$ cat config.mk
export PLATFORM = sky130hd
export DESIGN_NAME = seq_pattern_tx_flat
export DESIGN_NICKNAME = d
export VERILOG_FILES = /design/src/rtl/seq_pattern_tx_pkg.sv /design/src/rtl/seq_pattern_tx_if.sv /design/src/rtl/seq_piso_shreg.sv /design/src/rtl/seq_pattern_tx.sv /design/src/flat_wrapper.sv
export SDC_FILE = /design/constraint.sdc
export NUM_CORES = 1
export LEC_CHECK = 0
export ABC_AREA = 1
export BUFFER_PORTS_ARGS = -buffer_cell sky130_fd_sc_hd__clkbuf_2
export CORE_MARGIN = 2
export CORE_UTILIZATION = 42
export DETAILED_ROUTE_END_ITERATION = 6
export REMOVE_ABC_BUFFERS = 1
export SYNTH_ARGS = -nofsm -noshare
export SYNTH_HDL_FRONTEND = slang
export SYNTH_SLANG_ARGS = --single-unit
$ cat constraint.sdc
create_clock -name clk -period 3.9 [get_ports clk]
set_input_delay 0.585 -clock clk [delete_from_list [all_inputs] [get_ports clk]]
set_output_delay 0.585 -clock clk [all_outputs]
set_load 0.005 [all_outputs]
$ cat src/rtl/seq_pattern_tx_pkg.sv
// Shared types and constants for the serial pattern transmitter.
package seq_pattern_tx_pkg;

  typedef enum logic [1:0] {
    S_IDLE = 2'd0,
    S_SEND = 2'd1,
    S_GAP  = 2'd2,
    S_DONE = 2'd3
  } state_t;

  // Pattern the downstream Moore detectors are built to recognise.
  localparam logic [3:0] SEQ_PAT_DEFAULT = 4'b1101;

  // Width of a down-counter that must hold values 0..n-1 (at least one bit).
  function automatic int unsigned cnt_width(input int unsigned n);
    return (n <= 2) ? 1 : $clog2(n);
  endfunction

endpackage

$ cat src/rtl/seq_pattern_tx_if.sv
// Request/serial-stream bundle between a pattern source and its consumer.
interface seq_pattern_tx_if #(
  parameter int unsigned PAT_W = 4,
  parameter int unsigned REP_W = 4,
  parameter int unsigned GAP_W = 4
) ();

  logic             start;
  logic [PAT_W-1:0] pattern;
  logic [REP_W-1:0] num_rep;
  logic [GAP_W-1:0] gap_len;
  logic             dout;
  logic             dout_vld;
  logic             frame_start;
  logic             busy;
  logic             done;

  modport master (
    output start, pattern, num_rep, gap_len,
    input  dout, dout_vld, frame_start, busy, done
  );

  modport slave (
    input  start, pattern, num_rep, gap_len,
    output dout, dout_vld, frame_start, busy, done
  );

endinterface

$ cat src/rtl/seq_piso_shreg.sv
// Parallel-load, MSB-first shift register; zeros shift in from the LSB end.
module seq_piso_shreg #(
  parameter int unsigned PAT_W = 4
) (
  input  logic             clk,
  input  logic             rst,
  input  logic             load,
  input  logic             shift,
  input  logic [PAT_W-1:0] din,
  output logic             msb
);

  logic [PAT_W-1:0] sr;

  // Load has priority over shift; register empties to zero as bits leave.
  always_ff @(posedge clk or negedge rst) begin
    if (!rst) begin
      sr <= '0;
    end else if (load) begin
      sr <= din;
    end else if (shift) begin
      sr <= {sr[PAT_W-2:0], 1'b0};
    end
  end

  assign msb = sr[PAT_W-1];

endmodule

$ cat src/rtl/seq_pattern_tx.sv
// Serial pattern transmitter: sends a latched pattern MSB-first, repeated
// num_rep times with gap_len idle cycles between frames.
module seq_pattern_tx
  import seq_pattern_tx_pkg::*;
#(
  parameter int unsigned PAT_W = 4,
  parameter int unsigned REP_W = 4,
  parameter int unsigned GAP_W = 4
) (
  input logic            clk,
  input logic            rst,
  seq_pattern_tx_if.slave bus
);

  localparam int unsigned     BIT_W    = cnt_width(PAT_W);
  localparam logic [BIT_W-1:0] BIT_LAST = BIT_W'(PAT_W - 1);

  state_t           state;
  logic [BIT_W-1:0] bit_cnt;
  logic [REP_W-1:0] rep_cnt;
  logic [GAP_W-1:0] gap_cnt;
  logic [GAP_W-1:0] gap_q;
  logic [PAT_W-1:0] pat_q;
  logic             vld_q;
  logic             fs_q;
  logic             busy_q;
  logic             done_q;

  logic             last_bit;
  logic             more_frames;
  logic             load;
  logic             shift;
  logic [PAT_W-1:0] load_val;
  logic             msb;

  // Shift-register control: load on accept, back-to-back reload, or gap end.
  always_comb begin
    last_bit    = 1'b0;
    more_frames = 1'b0;
    load        = 1'b0;
    shift       = 1'b0;
    load_val    = pat_q;
    last_bit    = (state == S_SEND) && (bit_cnt == '0);
    more_frames = (rep_cnt > REP_W'(1));
    if (state == S_IDLE) begin
      load_val = bus.pattern;
      load     = bus.start;
    end else if (state == S_GAP) begin
      load = (gap_cnt == GAP_W'(1));
    end else if (last_bit && more_frames && (gap_q == '0)) begin
      load = 1'b1;
    end
    shift = (state == S_SEND) && !load;
  end

  // The shift register itself is the dout flop: it is zero outside SEND
  // because every frame shifts fully out before GAP/DONE is entered.
  seq_piso_shreg #(.PAT_W(PAT_W)) u_shreg (
    .clk   (clk),
    .rst   (rst),
    .load  (load),
    .shift (shift),
    .din   (load_val),
    .msb   (msb)
  );

  // Control FSM with bit/gap/repeat down-counters and registered status outputs.
  always_ff @(posedge clk or negedge rst) begin
    if (!rst) begin
      state   <= S_IDLE;
      bit_cnt <= '0;
      rep_cnt <= '0;
      gap_cnt <= '0;
      gap_q   <= '0;
      pat_q   <= '0;
      vld_q   <= 1'b0;
      fs_q    <= 1'b0;
      busy_q  <= 1'b0;
      done_q  <= 1'b0;
    end else begin
      case (state)
        S_IDLE: begin
          done_q <= 1'b0;
          if (bus.start) begin
            pat_q   <= bus.pattern;
            rep_cnt <= (bus.num_rep == '0) ? REP_W'(1) : bus.num_rep;
            gap_q   <= bus.gap_len;
            bit_cnt <= BIT_LAST;
            vld_q   <= 1'b1;
            fs_q    <= 1'b1;
            busy_q  <= 1'b1;
            state   <= S_SEND;
          end
        end
        S_SEND: begin
          if (bit_cnt == '0) begin
            rep_cnt <= (rep_cnt != '0) ? rep_cnt - REP_W'(1) : '0;
            if (more_frames && (gap_q == '0)) begin
              bit_cnt <= BIT_LAST;
              fs_q    <= 1'b1;
            end else if (more_frames) begin
              gap_cnt <= gap_q;
              vld_q   <= 1'b0;
              fs_q    <= 1'b0;
              state   <= S_GAP;
            end else begin
              vld_q  <= 1'b0;
              fs_q   <= 1'b0;
              busy_q <= 1'b0;
              done_q <= 1'b1;
              state  <= S_DONE;
            end
          end else begin
            bit_cnt <= bit_cnt - BIT_W'(1);
            fs_q    <= 1'b0;
          end
        end
        S_GAP: begin
          if (gap_cnt == GAP_W'(1)) begin
            bit_cnt <= BIT_LAST;
            vld_q   <= 1'b1;
            fs_q    <= 1'b1;
            state   <= S_SEND;
          end else begin
            gap_cnt <= gap_cnt - GAP_W'(1);
          end
        end
        S_DONE: begin
          done_q <= 1'b0;
          state  <= S_IDLE;
        end
        default: state <= S_IDLE;
      endcase
    end
  end

  assign bus.dout        = msb;
  assign bus.dout_vld    = vld_q;
  assign bus.frame_start = fs_q;
  assign bus.busy        = busy_q;
  assign bus.done        = done_q;

endmodule

$ cat src/flat_wrapper.sv
// flat-port wrapper written by rule: the top's interface ports become plain ports
module seq_pattern_tx_flat import seq_pattern_tx_pkg::*;
#(
  parameter int unsigned PAT_W = 4,
  parameter int unsigned REP_W = 4,
  parameter int unsigned GAP_W = 4
)
  (clk, rst, bus_start, bus_pattern, bus_num_rep, bus_gap_len, bus_dout, bus_dout_vld, bus_frame_start, bus_busy, bus_done);
  seq_pattern_tx_if #(.PAT_W(PAT_W), .REP_W(REP_W), .GAP_W(GAP_W)) bus_i ();
  input logic clk;
  input logic rst;
  input wire logic [$bits(bus_i.start)-1:0] bus_start;
  input wire logic [$bits(bus_i.pattern)-1:0] bus_pattern;
  input wire logic [$bits(bus_i.num_rep)-1:0] bus_num_rep;
  input wire logic [$bits(bus_i.gap_len)-1:0] bus_gap_len;
  output wire logic [$bits(bus_i.dout)-1:0] bus_dout;
  output wire logic [$bits(bus_i.dout_vld)-1:0] bus_dout_vld;
  output wire logic [$bits(bus_i.frame_start)-1:0] bus_frame_start;
  output wire logic [$bits(bus_i.busy)-1:0] bus_busy;
  output wire logic [$bits(bus_i.done)-1:0] bus_done;
  assign bus_i.start = bus_start;
  assign bus_i.pattern = bus_pattern;
  assign bus_i.num_rep = bus_num_rep;
  assign bus_i.gap_len = bus_gap_len;
  assign bus_dout = bus_i.dout;
  assign bus_dout_vld = bus_i.dout_vld;
  assign bus_frame_start = bus_i.frame_start;
  assign bus_busy = bus_i.busy;
  assign bus_done = bus_i.done;
  seq_pattern_tx #(.PAT_W(PAT_W), .REP_W(REP_W), .GAP_W(GAP_W)) u_core (.clk(clk), .rst(rst), .bus(bus_i));
endmodule
After elaboration in Yosys (flattened, before gate mapping) --
Index checks and enable logic that the tools add are counted.
Storage, ports and cells: input port bits 15, word-level logic and storage cells 96, register bits 28, ROM bits 0, bits in writable memories 0, bits in latches 0, memories 0, output and inout port bits 5
Cells by class: div/mod/pow operators 0, reductions and logical operators 26, bitwise gates (word level) 0, add/subtract/negate cells 3, muxes and demuxes 43, shift-type cells 0, equality and inequality tests 12, $mul 0, magnitude comparators 1
Operators with widths (number):
- $mux 4 | 11
- $mux 1 | 16
- $mux 2 | 8
- $pmux 4 s2 | 2
- $reduce_and 5->1 | 3
- $reduce_and 4->1 | 3
- $ne 2x2->1 const B | 5
- $logic_not 4->1 | 2
- $pmux 2 s4 | 1
- $reduce_bool 2->1 | 4
- $sub 4x1->4 const B | 2
- $pmux 1 s3 | 2
- $pmux 2 s3 | 1
- $reduce_and 3->1 | 2
- $logic_and 1x1->1 | 5
- $eq 2x2->1 const B | 2
- $eq 4x1->1 const B | 1
- $gt 4x1->1 const B | 1
- $logic_not 2->1 | 2
- $ne 2x1->1 const B | 2
- $pmux 1 s2 | 2
- $reduce_bool 4->1 | 1
- $ne 3x3->1 const B | 1
- $reduce_bool 3->1 | 1
- other kinds (5) | 5

Longest topological paths before layout --
depth after elaboration 11, depth in mapped cells 11, gate-level depth less buffers 10

Cells and area by module --
From an unflattened synthesis, not the netlist that was laid out.
Unflattened totals: cell total of the unflattened synthesis 225, area, all modules 1655.3 um2
By module, submodules not included:
- seq_pattern_tx | sequential area each 600.6 um2, cells each 204, area an instance 1481.4 um2, times used 1
- seq_piso_shreg | sequential area each 100.1 um2, cells each 21, area an instance 173.9 um2, times used 1

Least setup slack after synthesis --
No wires, ideal clock.
kind flip-flop to flip-flop, start point reg u_core.state[0], end point reg u_core.rep_cnt[2], stages on the path, launching flop included 10, library setup time 0.129 ns, arrival 1.315 ns, path slack 2.456 ns, buffers on the path 1, data required time 3.771 ns, clock period less this slack 1.444 ns, cell sequence dfrtp_1 inv_1 ha_1 buf_6 inv_2 nand2_1 a21oi_2 inv_2 a21oi_1 a22oi_1
Between the ends: cells in the longest elaborated chain, start to end 3, elaborated cells on any way between the ends 7, classes of those cells eq/ne (3); mux (1); reduce/logical (3)
RTL lines:
- from (decl) | RTL line seq_pattern_tx.sv:18 | state_t state;
- from (signal assigned) | RTL line seq_pattern_tx.sv:70 | state <= S_IDLE;
- from (signal assigned) | RTL line seq_pattern_tx.sv:92 | state <= S_SEND;
- from (signal assigned) | RTL line seq_pattern_tx.sv:105 | state <= S_GAP;
- $eq 2x1->1 / $logic_not 2->1 (equally long branches) | RTL line seq_pattern_tx.sv:81 | case (state)
- $ne 2x1->1 (no source line), or another cell as far along
- $reduce_and 3->1 (no source line)
- to (signal assigned) | RTL line seq_pattern_tx.sv:86 | rep_cnt <= (bus.num_rep == '0) ? REP_W'(1) : bus.num_rep;
- to (signal assigned) | RTL line seq_pattern_tx.sv:97 | rep_cnt <= (rep_cnt != '0) ? rep_cnt - REP_W'(1) : '0;
- to (decl) | RTL line seq_pattern_tx.sv:20 | logic [REP_W-1:0] rep_cnt;
Several ways; a longest one is shown, not always the timed one. A chain may end at the register's enable or synchronous reset.

Final worst setup path --
start point reg u_core.state[1], end point reg u_core.u_shreg.sr[3]
Between the ends: cells in the longest elaborated chain, start to end 10, elaborated cells on any way between the ends 14, classes of those cells eq/ne (2); mux (5); reduce/logical (7)
RTL lines:
- $eq 2x1->1 | RTL line seq_pattern_tx.sv:43, seq_pattern_tx.sv:53
- $logic_and 1x1->1 | RTL line seq_pattern_tx.sv:43 | last_bit = (state == S_SEND) && (bit_cnt == '0);
- $logic_and 1x1->1 (2 in series) | RTL line seq_pattern_tx.sv:50 | end else if (last_bit && more_frames && (gap_q == '0)) begin
- $mux 1 | RTL line seq_pattern_tx.sv:50
- $mux 1 | RTL line seq_pattern_tx.sv:48 | end else if (state == S_GAP) begin
- $mux 1 | RTL line seq_pattern_tx.sv:45 | if (state == S_IDLE) begin
- $logic_not 1->1 | RTL line seq_pattern_tx.sv:53 | shift = (state == S_SEND) && !load;
- $logic_and 1x1->1 | RTL line seq_pattern_tx.sv:53
- $reduce_bool 2->1 (no source line)
- to (signal assigned) | RTL line seq_piso_shreg.sv:20 | sr <= din;
- to (signal assigned) | RTL line seq_piso_shreg.sv:22 | sr <= {sr[PAT_W-2:0], 1'b0};
- to (decl) | RTL line seq_piso_shreg.sv:13 | logic [PAT_W-1:0] sr;
Several ways; a longest one is shown, not always the timed one.

==> impl_metrics.ini <==
[outcome]
status = finished clean

[logic_synthesis]
synth-compound-area-share = 0.149
synth_area_sq_um = 1620
synth_mux_area_frac = 0
synthTopCellsByArea = dfrtp_1 (43%), nand2_1 (13%), o21ai_0 (7.4%)
synth_cell_types = 27
synth.top_cell.area_share = 0.431
yosys.area_share.simple = 0.251
synthXorXnorAreaFrac = 0.00539
synth_warnings = 0
synth_fa_ha_area_frac = 0.0616
synth_top_area_cell = dfrtp_1
netlist_instances = 213
ys_ff_latch = 28
synth_top_family_by_area = simple AND/OR/NAND/NOR gates
synthesis.area_per_instance_sq_um = 7.62
ys_seq_area_frac = 0.431

[clock_tree]
holdBufCountCts = 0
cts-buffers-inserted = 3
htreeDepth = 1
cts_buffer_depth = 2
cts_resized = 0
insertion_delay_ns = 0.27
root_buffer = clkbuf_8
cts_sinks = 28
cts_tree = done
post_cts_buffers = 0
path_clk_slew_ns = 0.09

[global_routing]
grt_max_degree = 29
grt-ovfl-total = 0
grt_pass1_wl_mm = 5.46
grtUsageTotal = 0.164
antenna_found_initial = 0
grt_pass1_vias = 1225

[timing]
finalHoldViolCount = 0
relSlewSlack = 0.532
drv_slew = 0
max_freq_mhz = 489
fin_crit_ns = 2.05
rsz0062_at_grt = no
setup_violations = 0
setup-tns-final_ns = 0
period_share = 0.524
fin_skew_ns = 0.000770
worst_pin_slew_ns = 0.702

[finish]
fill_cells = 389
drive_gt1_frac = 0.161
post-route-util = 0.484
final_nets = 255
syn_to_final_growth_pct = 10.0
n_antenna_cell = 0

[pwr]
power_density_nw_per_um2 = 821
power.leakage_nw = 0.946
ir_drop_mv = 0.315

[floorplanning]
start_util = 0.440
die_w_microns = 66.2
die_h_microns = 66.2
ios = 20
rows = 22
dieArea_sq_um = 4380
core_area_sq_um = 3690

[setup_path]
cp_max_fo = 14
critPathRequiredTime_ns = 4.12
reg2reg_slack_ns = 1.85
arrival_ns = 2.26
endpoint_kind = register
critPathKind = reg -> reg
crit_path_start_kind = register

[routing]
vias_per_cell = 4.74
ant_nets = 0
drc = 0
initialDrtViolationCount = 62
firstDrtPassIters = 6
wl_per_cell_microns = 11.1
vias = 1318
routed_wl_mm = 3.07

[hold_path]
hp-class = in -> async

[placement]
finalWeightedCongestion = 0.808
port_buffers = 19
dp_hpwl_mm = 2.30

[job]
drv_cap = 0
==> kinds of logic after synthesis <==
family	Yosys count
compound gates	44
xor+xnor	1
simple gates	92
fa+ha+maj	8
flops	28
buf+inv	40
==> worst paths after layout <==
kind | startpoint | end | cells after the start
worst min-delay path | rst | u_core.gap_cnt[3] | 1
worst min register to register | u_core.bit_cnt[1] | u_core.bit_cnt[1] | 2
min in group clk | u_core.bit_cnt[1] | u_core.bit_cnt[1] | 2
worst max register to register | u_core.state[1] | u_core.u_shreg.sr[3] | 10
max in group asynchronous | rst | u_core.rep_cnt[1] | 1
worst max-delay path | u_core.state[1] | u_core.u_shreg.sr[3] | 10
==> worst max-delay path: stages (launching register included) <==
cell     delay (ns)
dfrtp_1        0.44
inv_1          0.10
ha_1           0.49
inv_2          0.24
nor2_1         0.14
nand4_1        0.14
nand2_2        0.16
nand2_4        0.09
nand2_1        0.08
nand2_1        0.06
nand2_1        0.05
==> report_power, final <==
group          total (mW)  internal (mW)  switching, mW
Combinational       0.799          0.290          0.509
Clock               0.155         0.0694         0.0855
Sequential          0.514          0.432         0.0819
==> registers in the layout, indices dropped and copies added (netlist names) <==
signal,flops
u_core.bus.busy,1
u_core.bus.done,1
u_core.bus.frame_start,1
u_core.gap_cnt,4
u_core.u_shreg.sr,4
u_core.pat_q,4
u_core.state,2
u_core.gap_q,4
u_core.rep_cnt,4
u_core.bit_cnt,2
u_core.bus.dout_vld,1
==> cell usage after synthesis, drive strengths merged <==
cell type,number
a21oi,8
nand4,1
o21ai,32
nand3,18
or2,1
ha,8
o22ai,1
nand2,61
nor3,2
o21bai,1
o221ai,1
xor2,1
nor2,9
dfrtp,28
buf,5
a22oi,1
inv,35
==> area by class of cell <==
cell class	count	area [sq um]	share of cell area
repair buffers	19	95.1	0.0532
multi-input cells	145	758	0.424
well taps	48	60.1	0.0336
inverters	35	131	0.0735
clock buffers	3	41.3	0.0231
flip-flops and latches	28	701	0.392
==> routing by layer <==
layer / vias up / part of all wire / routed length (microns) / global-route usage
li1: 715 / - / - / -
met1: 571 / 0.52 / 1600 / 0.228
met2: 27 / 0.42 / 1290 / 0.255
met3: 5 / 0.043 / 131 / 0.0256
met4: 0 / 0.017 / 53 / 0.0612
met5: - / 0 / 0 / 0
==> placed cells by master, fill, tap and decap left out, drive strengths merged <==
master  synthesis  layout
nand2          61      61
inv            35      35
o21ai          32      32
dfrtp          28      28
clkbuf          0      22
nand3          18      18
nor2            9       9
ha              8       8
a21oi           8       8
nor3            2       2
nand4           1       1
o21bai          1       1
o22ai           1       1
a22oi           1       1
o221ai          1       1
or2             1       1
xor2            1       1
==> stage by stage <==
step | total power, mW | area (sq um) | hold slack, ns | std cells | setup slack, ns
after floorplan | 1.13 | 1590 | 0.289 | 208 | 2.26
final | 1.47 | 1790 | 0.342 | 278 | 1.85
after CTS | 1.48 | 1790 | 0.370 | 278 | 1.87
after global routing | 1.65 | 1790 | 0.412 | 278 | 1.68
after global placement | 1.32 | 1750 | 0.458 | 275 | 1.90
after detailed placement | 1.32 | 1750 | 0.461 | 275 | 1.88
Note: power is estimated with default switching activity, not from simulation.
